`src/rtl/dice_pkg.sv`:
```
// Shared definitions for the two-die roll controller and the seven-segment
// decoders downstream of it: die value range, FSM state codes and the
// wrap-around step used by both die counters.
package dice_pkg;

    // Legal die faces; the segment decoders use the same bounds.
    localparam logic [2:0] DIE_MIN = 3'd1;
    localparam logic [2:0] DIE_MAX = 3'd6;

    // Roll controller states, kept as plain constants so older code that
    // compares raw 2-bit codes keeps working.
    typedef logic [1:0] state_t;
    localparam state_t IDLE = 2'd0;
    localparam state_t ROLL = 2'd1;
    localparam state_t SHOW = 2'd2;

    // Advance a die by one face. Out-of-range codes (0 and 7) behave as if
    // the die were showing the top face, so they recover to DIE_MIN.
    function automatic logic [2:0] next_die(input logic [2:0] v);
        logic [2:0] result;
        if ((v >= DIE_MAX) || (v < DIE_MIN)) begin
            result = DIE_MIN;
        end else begin
            result = v + 3'd1;
        end
        return result;
    endfunction

    // True when a value is a legal die face.
    function automatic logic is_valid_die(input logic [2:0] v);
        return (v >= DIE_MIN) && (v <= DIE_MAX);
    endfunction

endpackage

```
`src/rtl/sw_debounce.sv`:
```
// Roll switch conditioning: a two-flop synchroniser followed by a counter
// that only accepts a new switch level after it has been seen for
// DEBOUNCE_CYCLES consecutive synchronised samples.
module sw_debounce #(
    parameter int DEBOUNCE_CYCLES = 4
) (
    input  logic clk,
    input  logic rst_n,
    input  logic sw_async,
    output logic sw_stable
);

    // Counter is wide enough for DEBOUNCE_CYCLES = 1 as well.
    localparam int CNT_W = $clog2(DEBOUNCE_CYCLES + 1);
    localparam logic [CNT_W-1:0] CNT_LAST = CNT_W'(DEBOUNCE_CYCLES - 1);

    logic             sync_meta;
    logic             sw_sync;
    logic [CNT_W-1:0] deb_cnt;

    // Bring the raw switch into the clock domain; sync_meta may go metastable.
    always_ff @(posedge clk or negedge rst_n) begin
        if (!rst_n) begin
            sync_meta <= 1'b0;
            sw_sync   <= 1'b0;
        end else begin
            sync_meta <= sw_async;
            sw_sync   <= sync_meta;
        end
    end

    // Count disagreeing samples; the accepting sample toggles the stable level.
    always_ff @(posedge clk or negedge rst_n) begin
        if (!rst_n) begin
            deb_cnt   <= '0;
            sw_stable <= 1'b0;
        end else if (sw_sync == sw_stable) begin
            deb_cnt <= '0;
        end else if (deb_cnt == CNT_LAST) begin
            deb_cnt   <= '0;
            sw_stable <= ~sw_stable;
        end else begin
            deb_cnt <= deb_cnt + CNT_W'(1);
        end
    end

endmodule

```
`src/rtl/dice_roll_ctrl.sv`:
```
// Two-die roll controller. While the debounced switch is held, DIE1 steps
// every cycle and DIE2 every DIE2_DIV cycles; releasing the switch freezes
// both dice and, on doubles, pulses the buzzer for BUZZ_CYCLES cycles.
// Every output comes straight from a flop.
module dice_roll_ctrl
    import dice_pkg::*;
#(
    parameter int DEBOUNCE_CYCLES = 4,
    parameter int DIE2_DIV        = 3,
    parameter int BUZZ_CYCLES     = 8
) (
    input  logic       CLK,
    input  logic       CLR_n,
    input  logic       SW,
    output logic [2:0] DIE1,
    output logic [2:0] DIE2,
    output logic       ROLLING,
    output logic       BUZZER
);

    localparam int DIV_W  = $clog2(DIE2_DIV);
    localparam int BUZZ_W = $clog2(BUZZ_CYCLES + 1);
    localparam logic [DIV_W-1:0]  DIV_LAST  = DIV_W'(DIE2_DIV - 1);
    localparam logic [BUZZ_W-1:0] BUZZ_LOAD = BUZZ_W'(BUZZ_CYCLES);

    logic              sw_stable;
    logic              sw_stable_d;
    logic              sw_rise;
    logic              sw_fall;

    state_t            state;
    state_t            state_next;
    logic [2:0]        die1;
    logic [2:0]        die1_next;
    logic [2:0]        die2;
    logic [2:0]        die2_next;
    logic [DIV_W-1:0]  div_cnt;
    logic [DIV_W-1:0]  div_next;
    logic [BUZZ_W-1:0] buzz_cnt;
    logic [BUZZ_W-1:0] buzz_next;
    logic              rolling_q;
    logic              buzzer_q;

    sw_debounce #(
        .DEBOUNCE_CYCLES(DEBOUNCE_CYCLES)
    ) u_sw_debounce (
        .clk      (CLK),
        .rst_n    (CLR_n),
        .sw_async (SW),
        .sw_stable(sw_stable)
    );

    // Delayed copy of the debounced switch for edge detection.
    always_ff @(posedge CLK or negedge CLR_n) begin
        if (!CLR_n) begin
            sw_stable_d <= 1'b0;
        end else begin
            sw_stable_d <= sw_stable;
        end
    end

    assign sw_rise = sw_stable & ~sw_stable_d;
    assign sw_fall = ~sw_stable & sw_stable_d;

    // Next-state logic for the FSM, dice, DIE2 divider and buzz counter.
    // Entering ROLL already steps DIE1 and restarts the divider; the stop
    // cycle touches neither die so the frozen faces are the last ones shown.
    always_comb begin
        state_next = state;
        die1_next  = die1;
        die2_next  = die2;
        div_next   = div_cnt;
        buzz_next  = buzz_cnt;
        case (state)
            IDLE: begin
                if (sw_rise) begin
                    state_next = ROLL;
                    die1_next  = next_die(die1);
                    div_next   = '0;
                    buzz_next  = '0;
                end
            end
            ROLL: begin
                if (sw_fall) begin
                    state_next = SHOW;
                    buzz_next  = (die1 == die2) ? BUZZ_LOAD : '0;
                end else begin
                    die1_next = next_die(die1);
                    if (div_cnt == DIV_LAST) begin
                        die2_next = next_die(die2);
                        div_next  = '0;
                    end else begin
                        div_next = div_cnt + DIV_W'(1);
                    end
                end
            end
            SHOW: begin
                if (sw_rise) begin
                    state_next = ROLL;
                    die1_next  = next_die(die1);
                    div_next   = '0;
                    buzz_next  = '0;
                end else if (buzz_cnt != '0) begin
                    buzz_next = buzz_cnt - BUZZ_W'(1);
                end
            end
            default: begin
                state_next = IDLE;
            end
        endcase
    end

    // FSM state register.
    always_ff @(posedge CLK or negedge CLR_n) begin
        if (!CLR_n) begin
            state <= IDLE;
        end else begin
            state <= state_next;
        end
    end

    // Die value registers, both start on the lowest face.
    always_ff @(posedge CLK or negedge CLR_n) begin
        if (!CLR_n) begin
            die1 <= DIE_MIN;
            die2 <= DIE_MIN;
        end else begin
            die1 <= die1_next;
            die2 <= die2_next;
        end
    end

    // DIE2 rate divider and buzzer length counter.
    always_ff @(posedge CLK or negedge CLR_n) begin
        if (!CLR_n) begin
            div_cnt  <= '0;
            buzz_cnt <= '0;
        end else begin
            div_cnt  <= div_next;
            buzz_cnt <= buzz_next;
        end
    end

    // Status outputs are registered from the next-state values so they line
    // up with the state and counter they describe.
    always_ff @(posedge CLK or negedge CLR_n) begin
        if (!CLR_n) begin
            rolling_q <= 1'b0;
            buzzer_q  <= 1'b0;
        end else begin
            rolling_q <= (state_next == ROLL);
            buzzer_q  <= (buzz_next != '0);
        end
    end

    assign DIE1    = die1;
    assign DIE2    = die2;
    assign ROLLING = rolling_q;
    assign BUZZER  = buzzer_q;

endmodule

```
`config.mk`:
```
export PLATFORM = sky130hd
export DESIGN_NAME = dice_roll_ctrl
export DESIGN_NICKNAME = d
export VERILOG_FILES = /design/src/rtl/dice_pkg.sv /design/src/rtl/sw_debounce.sv /design/src/rtl/dice_roll_ctrl.sv
export SDC_FILE = /design/constraint.sdc
export NUM_CORES = 1
export LEC_CHECK = 0
export ABC_CLOCK_PERIOD_IN_PS = 2600
export CORE_ASPECT_RATIO = 1.1
export CORE_MARGIN = 2
export CORE_UTILIZATION = 58
export CTS_BUF_LIST = sky130_fd_sc_hd__clkbuf_4
export DETAILED_ROUTE_END_ITERATION = 8
export PLACE_DENSITY_LB_ADDON = 0.3
export SYNTH_ARGS = -nofsm -noshare
export SYNTH_HDL_FRONTEND = slang
export SYNTH_HIERARCHICAL = 1
export SYNTH_SLANG_ARGS = --single-unit
```
`constraint.sdc`:
```
create_clock -name CLK -period 2.6 [get_ports CLK]
set_clock_uncertainty 0.05 [all_clocks]
set_input_delay 0.65 -clock CLK [delete_from_list [all_inputs] [get_ports CLK]]
set_output_delay 0.65 -clock CLK [all_outputs]
set_load 0.03 [all_outputs]
```
After elaboration in Yosys (flattened, before gate mapping)
Index checks and enable logic that the tools add are counted.

Logic and storage cells: 66. Register bits: 23.

Add/sub/neg operators: 5. Multiplexer cells: 20. Bitwise gates (word level): 6. Equal/unequal tests: 9. $lt $le $gt $ge: 4. Reduce and logical (&&, ||, !) cells: 10.

Operator list (count): 4-bit 2-to-1 mux (5); 3-bit 2-to-1 mux (6); 4-bit case mux with 3 select lines (1); 2-bit 2-to-1 mux (5); 3-bit by 1-bit adder with 3-bit output, second input constant (3); 2-bit case mux with 2 select lines (2); 4-bit nonzero test (2); 3-bit greater-or-equal comparator, second input constant (2); 3-bit by 1-bit < comparator with 1-bit output, second input constant (2); 3-bit case mux with 2 select lines (1); 3-bit AND reduction (2); 2-bit by 1-bit equality test with 1-bit output, second input constant (2); 2-bit equality test, second input constant (2); 1-bit inverter (4); 4-bit by 1-bit subtractor with 4-bit output, second input constant (1); 3-bit by 2-bit equality test with 1-bit output, second input constant (1); 3-bit equality test (1); 2-bit by 1-bit adder with 2-bit output, second input constant (1); 1-bit bitwise AND (2); 2-bit logical NOT (1); 1-bit logical OR (2); 2-bit by 1-bit inequality test with 1-bit output, second input constant (1); 2-bit inequality test, second input constant (1); 2-bit AND reduction (1); 3 further kinds (3).

Longest topological paths before layout
Gate-level depths: netlist of the first run.

Depth after elaboration: 5. Mapped depth: 7. Depth with buffers taken out: 6.

Modules after synthesis
The synthesis of the first run kept the hierarchy.

Modules (own cells, without submodules): dice_roll_ctrl (area an instance 910.9 um^2, cells an instance 88, sequential area each 427.9 um^2, times used 1); sw_debounce (area an instance 229.0 um^2, cells an instance 13, sequential area each 150.1 um^2, times used 1).

Worst setup path after synthesis of the first run
OpenSTA, ideal clock, no wires.

Path kind: reg2reg. From: reg buzz_cnt[0]. To: reg buzzer_q, in the netlist BUZZER. Required time: 2.411 ns. Buffers on the path: 0. Data arrival time: 1.676 ns. Clock period less this slack: 1.865 ns. Cell stages (with the launch flop): 7. Setup slack: 0.735 ns. Cells stage by stage: dfrtp_1 -> inv_1 -> ha_1 -> nor3b_2 -> nor3_1 -> o31a_1 -> or4_1.

Word-level cells in the longest chain between the ends: 5. Elaborated cells on any way between the ends: 8. Classes of those cells: 1 x add/sub; 5 x mux; 2 x reduce/logical.

Ends and longest elaborated chain: from (decl) (RTL line dice_roll_ctrl.sv:39) `logic [BUZZ_W-1:0] buzz_cnt;`; from (signal assigned) (RTL line dice_roll_ctrl.sv:140) `buzz_cnt <= buzz_next;`; 4-bit by 1-bit subtractor with 4-bit output / 4-bit nonzero test (equally long branches) (RTL line dice_roll_ctrl.sv:104, dice_roll_ctrl.sv:103); 4-bit 2-to-1 mux (*) (RTL line dice_roll_ctrl.sv:103) `end else if (buzz_cnt != '0) begin`; 4-bit 2-to-1 mux (*) (RTL line dice_roll_ctrl.sv:98) `if (sw_rise) begin`; 4-bit case mux with 3 select lines (*) (RTL line dice_roll_ctrl.sv:74) `case (state)`; net buzz_next[3] (RTL line dice_roll_ctrl.sv:40) `logic [BUZZ_W-1:0] buzz_next;`; 4-bit nonzero test (*) (RTL line dice_roll_ctrl.sv:152) `buzzer_q <= (buzz_next != '0);`; to (signal assigned) (RTL line dice_roll_ctrl.sv:152); to (decl) (RTL line dice_roll_ctrl.sv:42) `logic buzzer_q;`.

The timed path passes the listed nets; every way through them passes the cells marked *. A chain may end at the register's enable or synchronous reset.

Final worst setup path of the first run
From: reg die1[0], in the netlist DIE1[0]. To: out DIE1[0].

RTL lines: from (decl) (RTL line dice_roll_ctrl.sv:33) `logic [2:0] die1;`; from (signal assigned) (RTL line dice_roll_ctrl.sv:128) `die1 <= die1_next;`; to (decl) (RTL line dice_roll_ctrl.sv:15) `output logic [2:0] DIE1,`.

No word-level cell between the ends.

==> results of run 1 <==
## how the worst max path moves through the flow
stage | slack, ns | end | startpoint
floorplan | 0.74 | BUZZER | buzz_cnt[0]
global placement | 0.65 | DIE1[0] | DIE1[0]
detailed placement | 0.61 | BUZZER | buzz_cnt[0]
CTS | 0.29 | DIE1[0] | DIE1[0]
global route | 0.25 | DIE1[0] | DIE1[0]
finish | 0.31 | DIE1[0] | DIE1[0]
## kinds of logic after synthesis
logic type | synth area share
AOI/OAI and AO/OA | 0.1416
xor gates and xnor gates | 0.03843
adders and majority gates | 0.05488
buffers and inverters | 0.02964
DFF | 0.5071
muxes | 0.03293
and+or+nand+nor | 0.1954
## metrics by stage
step | worst slack (ns) | hold WS [ns]
after floorplan | 0.7350 | 0.2812
after global placement | 0.6502 | 0.2829
after detailed placement | 0.6062 | 0.2903
after CTS | 0.2880 | 0.3199
after global routing | 0.2466 | 0.3244
final | 0.3060 | 0.3172
## Yosys cell counts, types with 2 or more instances
library cell / instances / area (µm²)
sky130_fd_sc_hd__o21ai_0: 5 / 25.02
sky130_fd_sc_hd__nand2_1: 4 / 15.01
sky130_fd_sc_hd__nor3b_2: 2 / 25.02
sky130_fd_sc_hd__xnor2_1: 2 / 17.52
sky130_fd_sc_hd__nor2_1: 7 / 26.28
sky130_fd_sc_hd__dfstp_2: 2 / 52.55
sky130_fd_sc_hd__nor3_1: 4 / 20.02
sky130_fd_sc_hd__dfrtp_1: 21 / 525.5
sky130_fd_sc_hd__nor2b_1: 2 / 12.51
sky130_fd_sc_hd__o32ai_1: 2 / 17.52
sky130_fd_sc_hd__ha_1: 5 / 62.56
sky130_fd_sc_hd__nor2b_4: 2 / 27.53
sky130_fd_sc_hd__a21oi_1: 4 / 20.02
sky130_fd_sc_hd__inv_1: 6 / 22.52
sky130_fd_sc_hd__mux2_2: 2 / 22.52
sky130_fd_sc_hd__nand3b_1: 3 / 22.52
sky130_fd_sc_hd__xor2_1: 3 / 26.28
## sequential cells by signal, summed over array words and instances (netlist names)
register / cells
u_sw_debounce/sw_sync: 1
DIE1: 3
ROLLING: 1
u_sw_debounce/deb_cnt: 3
u_sw_debounce/sw_stable: 1
sw_stable_d: 1
BUZZER: 1
state: 2
u_sw_debounce/sync_meta: 1
DIE2: 3
div_cnt: 2
buzz_cnt: 4
## area by class of cell
type,instances,share of cell area
clock buffer,3,0.01731
clock inverter,1,0.003846
inverter,7,0.02019
multi-input combinational,70,0.4058
sequential,23,0.4442
tap,27,0.02596
timing repair buffer,11,0.08269
## power by group
part	internal [mW]	total [mW]	switching (mW)
sequential	0.497	0.656	0.158
combinational	0.378	0.778	0.400
clock	0.0573	0.158	0.101
total	0.932	1.59	0.659
## placed cells by master, fill, tap and decap left out, types with 2 or more instances in the layout
| cell type | synthesis | final |
|---|---|---|
| sky130_fd_sc_hd__nor2b_4 | 2 | 2 |
| sky130_fd_sc_hd__dfstp_2 | 2 | 2 |
| sky130_fd_sc_hd__inv_1 | 6 | 6 |
| sky130_fd_sc_hd__clkdlybuf4s50_1 | 0 | 10 |
| sky130_fd_sc_hd__nor2_1 | 7 | 7 |
| sky130_fd_sc_hd__dfrtp_1 | 21 | 21 |
| sky130_fd_sc_hd__nor3b_2 | 2 | 2 |
| sky130_fd_sc_hd__o21ai_0 | 5 | 5 |
| sky130_fd_sc_hd__nor2b_1 | 2 | 2 |
| sky130_fd_sc_hd__xor2_1 | 3 | 3 |
| sky130_fd_sc_hd__clkbuf_4 | 0 | 3 |
| sky130_fd_sc_hd__nand2_1 | 4 | 4 |
| sky130_fd_sc_hd__a21oi_1 | 4 | 4 |
| sky130_fd_sc_hd__ha_1 | 5 | 5 |
| sky130_fd_sc_hd__nor3_1 | 4 | 4 |
| sky130_fd_sc_hd__nand3b_1 | 3 | 3 |
| sky130_fd_sc_hd__o32ai_1 | 2 | 2 |
| sky130_fd_sc_hd__mux2_2 | 2 | 2 |
| sky130_fd_sc_hd__xnor2_1 | 2 | 2 |
## metal layers
layer  GRT usage  share of wire  up-vias  wire [µm]
li1            -              -      397          -
met3     0.02158          0.018        2         34
met5           0              0        -          0
met4     0.04286         0.0048        0          9
met2      0.3125           0.49        6        911
met1      0.2648           0.49      372        912
==> parameters.txt, run 1 <==
Parameter                              Value

Job
  Total of max-cap violations ... 0

Placement
  Number of I/O port buffers ... 10
  Final Wtd Congestion ... 0.9228
  Standard cell area after detailed placement ... 0.001274 mm²
  Total placed cells including tap cells ... 138
  Half-perimeter wire length after detailed placement ... 1387 µm

Floorplan
  Die outline area ... 0.002336 mm²
  Vert. Die Dim ... 50.50 µm
  # rows ... 16
  Starting density of the core ... 0.6257
  DIE WIDTH ... 46.27 µm
  Number of I/O pins ... 11
  Core outline area ... 0.001822 mm²

Setup path
  Count of buffering cells on the critical path with inverters included ... 1
  Crit path arrival time ... 1.59 ns
  Critical-path top delay cell ... sky130_fd_sc_hd__clkdlybuf4s50_1
  Cell chain of the critical path ... clkdlybuf4s50_1
  CP delay by family, top ... buffers and inverters
  Critical path startpoint category ... flip-flop
  Largest fanout on the critical path ... 7
  Critical path class ... flip-flop to output port
  Number of cells traversed by the worst register-to-register path ... 6
  Register-to-Register Setup Slack ... 0.59 ns
  Capturing element type of the critical path ... output port
  Worst r2r dst ... BUZZER
  Startpoint of the worst register-to-register path ... buzz_cnt[0]
  Logic depth of the worst path, buffers included ... 1
  Peak per-stage delay on the critical path ... 0.69 ns
  Worst path required time ... 1.90 ns

Clock network
  Clock Path Buffers ... 2
  Htree depth ... 1
  CTS tree ... done
  Hold buffer count at cts ... 0
  Buffer type at the clock tree root ... sky130_fd_sc_hd__clkbuf_4
  Post-CTS repair timing setup buffer count ... 0
  TritonCTS buffer count ... 3
  Number of sinks handled by clock tree synthesis ... 23
  CTS-repair resized insts ... 0
  Clock-pin slew on the worst setup and hold paths ... 0.12 ns
  Clock network latency to the later pin of the worst-skew pair ... 0.30 ns

Power
  Leakage power of the design ... 0.5873 nW
  Tot Pwr ... 1.592 mW
  Worst IR Drop VDD ... 0.7072 mV
  Pwr Density ... 1223 mW/mm²

Global route
  Number of global-route vias before repair ... 772
  Total track usage ... 0.1901
  Total overflow reported by the global router ... 0
  Global-route wire length before repair ... 3332 µm
  Maximum number of pins on one net before global-route repair ... 24
  Initial antenna violation count ... 0

Logic synthesis
  Number of distinct library cell variants in the gate-level netlist after synthesis ... 42
  Yosys warning count ... 6
  Post-synthesis instance total ... 101
  Most used flip-flop cell after synthesis ... sky130_fd_sc_hd__dfrtp_1
  Synthesized area per cell ... 11.29 µm²
  Number of storage elements in the synthesis netlist ... 23
  Proportion of register bits with asynchronous set or reset after synthesis ... 1.000
  Post-synth EDFFs ... 0
  Post-synthesis net count ... 109
  Proportion of synthesized chip area in sequential cells ... 0.5071
  Mapped cell area ... 0.001140 mm²

STA
  Time the worst path needs with I/O delays and setup ... 2.294 ns
  Maximum frequency from static timing analysis ... 435.9 MHz
  Number of failing setup endpoints in the final timing report ... 0
  Setup repair after global routing missed its margin ... false
  Pin slew with the least headroom to its limit ... 0.4691 ns
  Final worst path period share ... 0.8823
  Relative slew slack ... 0.6861
  Final hold violation count ... 0
  Final slew viol count ... 0
  Total Neg Setup Slack ... 0 ns

Finish
  Proportion of layout cells with a drive suffix above 1 ... 0.1913
  Area of all placed cells without fillers ... 0.001301 mm²
  Fillers ... 133
  Number of antenna repair diodes ... 0
  Area of the multi-input gates ... 528.0 µm²
  Sequential Area ... 578.1 µm²
  Layout Nets ... 124
  Final Util ... 0.7143
  Layout-stage area growth over the synthesis result ... 14.16%
  Number of standard cells in the layout, taps in and fillers out ... 142

Routing
  Vias after detailed routing ... 777
  Detailed Route Iter0 Violations ... 11
  Initial DRT Pass Iterations ... 4
  Routed Antenna Nets ... 0
  WL final ... 1868 µm
  Average wire per cell in the routed design ... 13.15 µm
  DRC viols ... 0
  Via density ... 5.472

Worst hold path
  Destination of the worst hold path ... u_sw_debounce/sw_sync
  Start point of the worst hold path ... u_sw_debounce/sync_meta
  Cell depth of the worst hold path ... 0
  Min-delay worst type ... flip-flop to flip-flop

Status
  Outcome ... finished, final reports clean
Power figures use the tool's default switching activity.
==> inputs of run 2 (changes only) <==
Settings changed: CORE_UTILIZATION 58 to 40, SKIP_CTS_REPAIR_TIMING set to 1.
==> parameters.txt, run 2 (same netlist as run 1, synthesis figures left out) <==
Parameter                              Value

Status
  Outcome ... finished, final reports clean

Setup path
  Critical path class ... flip-flop to output port
  Count of buffering cells on the critical path with inverters included ... 1 (unchanged)
  Critical-path top delay cell ... sky130_fd_sc_hd__clkdlybuf4s50_1
  Cell chain of the critical path ... clkdlybuf4s50_1
  Start point of the critical path ... DIE1[0]
  Crit path arrival time ... 1.62 ns (+0.03 ns)
  Worst path required time ... 1.90 ns (about the same)
  CP delay by family, top ... buffers and inverters
  Critical path startpoint category ... flip-flop
  Startpoint of the worst register-to-register path ... buzz_cnt[0]
  Peak per-stage delay on the critical path ... 0.69 ns (about the same)
  Largest fanout on the critical path ... 7 (unchanged)
  Capturing element type of the critical path ... output port

Finish
  Layout Nets ... 124 (unchanged)
  Most frequent standard cell in the layout excluding fill and tap cells ... sky130_fd_sc_hd__dfrtp_1
  Area of all placed cells without fillers ... 0.001311 mm² (+0.77%)
  Final Util ... 0.4807 (-0.2336)
  Proportion of layout cells with a drive suffix above 1 ... 0.1913 (unchanged)
  Number of antenna repair diodes ... 0 (unchanged)
  Top register by number of flip-flops ... buzz_cnt
  Most frequent cells in the layout ... sky130_fd_sc_hd__dfrtp_1, sky130_fd_sc_hd__clkdlybuf4s50_1, sky130_fd_sc_hd__nor2_1, sky130_fd_sc_hd__inv_1
  Number of standard cells in the layout, taps in and fillers out ... 148 (+4.2%)
  Layout-stage area growth over the synthesis result ... 15.04%
  Flip-flop count of the largest register after layout ... 4 (unchanged)

STA
  Final worst path period share ... 0.8936 (+0.01131)
  Pin slew with the least headroom to its limit ... 0.4525 ns (-0.01663 ns)
  Final slew viol count ... 0 (unchanged)
  Worst hold slack ... 0.3285 ns (+0.01137 ns)
  Relative slew slack ... 0.6972 (+0.01113)
  Setup repair after global routing missed its margin ... false
  Final hold violation count ... 0 (unchanged)
  Maximum frequency from static timing analysis ... 430.4 MHz (-1.3%)
  Time the worst path needs with I/O delays and setup ... 2.323 ns (+0.02942 ns)
  Total Neg Setup Slack ... 0 ns (unchanged)
  Number of failing setup endpoints in the final timing report ... 0 (unchanged)
  Final worst-path setup slack ... 0.2766 ns (-0.02942 ns)

Power
  Tot Pwr ... 1.610 mW (+1.1%)
  Worst IR Drop VDD ... 0.7454 mV (+5.4%)
  Pwr Density ... 1228 mW/mm² (+0.36%)
  Leakage power of the design ... 0.5836 nW (-0.64%)

Floorplan
  Number of I/O pins ... 11 (unchanged)
  # rows ... 20 (+4)
  Die outline area ... 0.003293 mm² (+41%)
  Starting density of the core ... 0.4179 (-0.2078)
  DIE WIDTH ... 54.90 µm (+19%)
  Core outline area ... 0.002728 mm² (+50%)
  Vert. Die Dim ... 59.99 µm (+19%)

Placement
  Half-perimeter wire length after detailed placement ... 1439 µm (+3.7%)
  Total placed cells including tap cells ... 144 (+4.3%)
  Standard cell area after detailed placement ... 0.001281 mm² (+0.59%)
  Final Wtd Congestion ... 0.7323 (-21%)
  Number of I/O port buffers ... 10 (unchanged)
  Pre-CTS worst setup slack ... 0.5733 ns (-0.03284 ns)

Routing
  DRC viols ... 0 (unchanged)
  Average wire per cell in the routed design ... 13.20 µm (+0.36%)
  WL final ... 1954 µm (+4.6%)
  Detailed Route Iter0 Violations ... 8 (-3)
  Via density ... 5.365 (-2.0%)
  Initial DRT Pass Iterations ... 4 (unchanged)
  Vias after detailed routing ... 794 (+2.2%)
  Routed Antenna Nets ... 0 (unchanged)

Clock network
  Clock-pin slew on the worst setup and hold paths ... 0.13 ns (about the same)
  Number of sinks handled by clock tree synthesis ... 23 (unchanged)
  TritonCTS buffer count ... 3 (unchanged)
  Clock network latency to the later pin of the worst-skew pair ... 0.31 ns (about the same)
  CTS tree ... done
  Clock Path Buffers ... 2 (unchanged)
  Htree depth ... 1 (unchanged)
  Buffer type at the clock tree root ... sky130_fd_sc_hd__clkbuf_4

Global route
  Global-route wire length before repair ... 3505 µm (+5.2%)
  Number of global-route vias before repair ... 808 (+4.7%)
  Maximum number of pins on one net before global-route repair ... 24 (unchanged)
  Total overflow reported by the global router ... 0 (unchanged)
  Total track usage ... 0.1478 (-0.04229)
  Initial antenna violation count ... 0 (unchanged)

Worst hold path
  Start point of the worst hold path ... u_sw_debounce/sync_meta
  Min-delay worst type ... flip-flop to flip-flop

Job
  Total of max-cap violations ... 0 (unchanged)
run 2: per-layer routing:
layer  global-route usage  vias up  part of all wire
met1               0.1939      384              0.47
met4              0.05226        0            0.0092
met5                    0        -                 0
li1                     -      394                 -
met3              0.03250        2             0.035
met2               0.2381       14              0.49
run 2: path summary, 6_finish.rpt:
check | cells after the start | end | slack, ns
worst min-delay path | 0 | u_sw_debounce/sw_sync | 0.33
max in group asynchronous | 2 | DIE1[0] | 1.60
min in group asynchronous | 2 | BUZZER | 0.62
worst max register to register | 6 | BUZZER | 0.55
worst max-delay path | 1 | DIE1[0] | 0.28
worst min register to register | 0 | u_sw_debounce/sw_sync | 0.33
run 2: report_power, final:
group	internal, mW	total, mW	switching [mW]	leakage [nW]
logic	0.378	0.780	0.402	0.278
registers	0.497	0.659	0.162	0.292
clock network	0.0586	0.171	0.112	0.0139
total	0.934	1.61	0.676	0.584
run 2: area by class of cell:
type / count / area [µm²]
clock buffer: 3 / 22.52
clock inverter: 1 / 7.507
fill: 239 / 1416
inverter: 7 / 26.28
multi-input combinational: 70 / 528.0
sequential: 23 / 578.1
tap: 33 / 41.29
timing repair buffer: 11 / 107.6
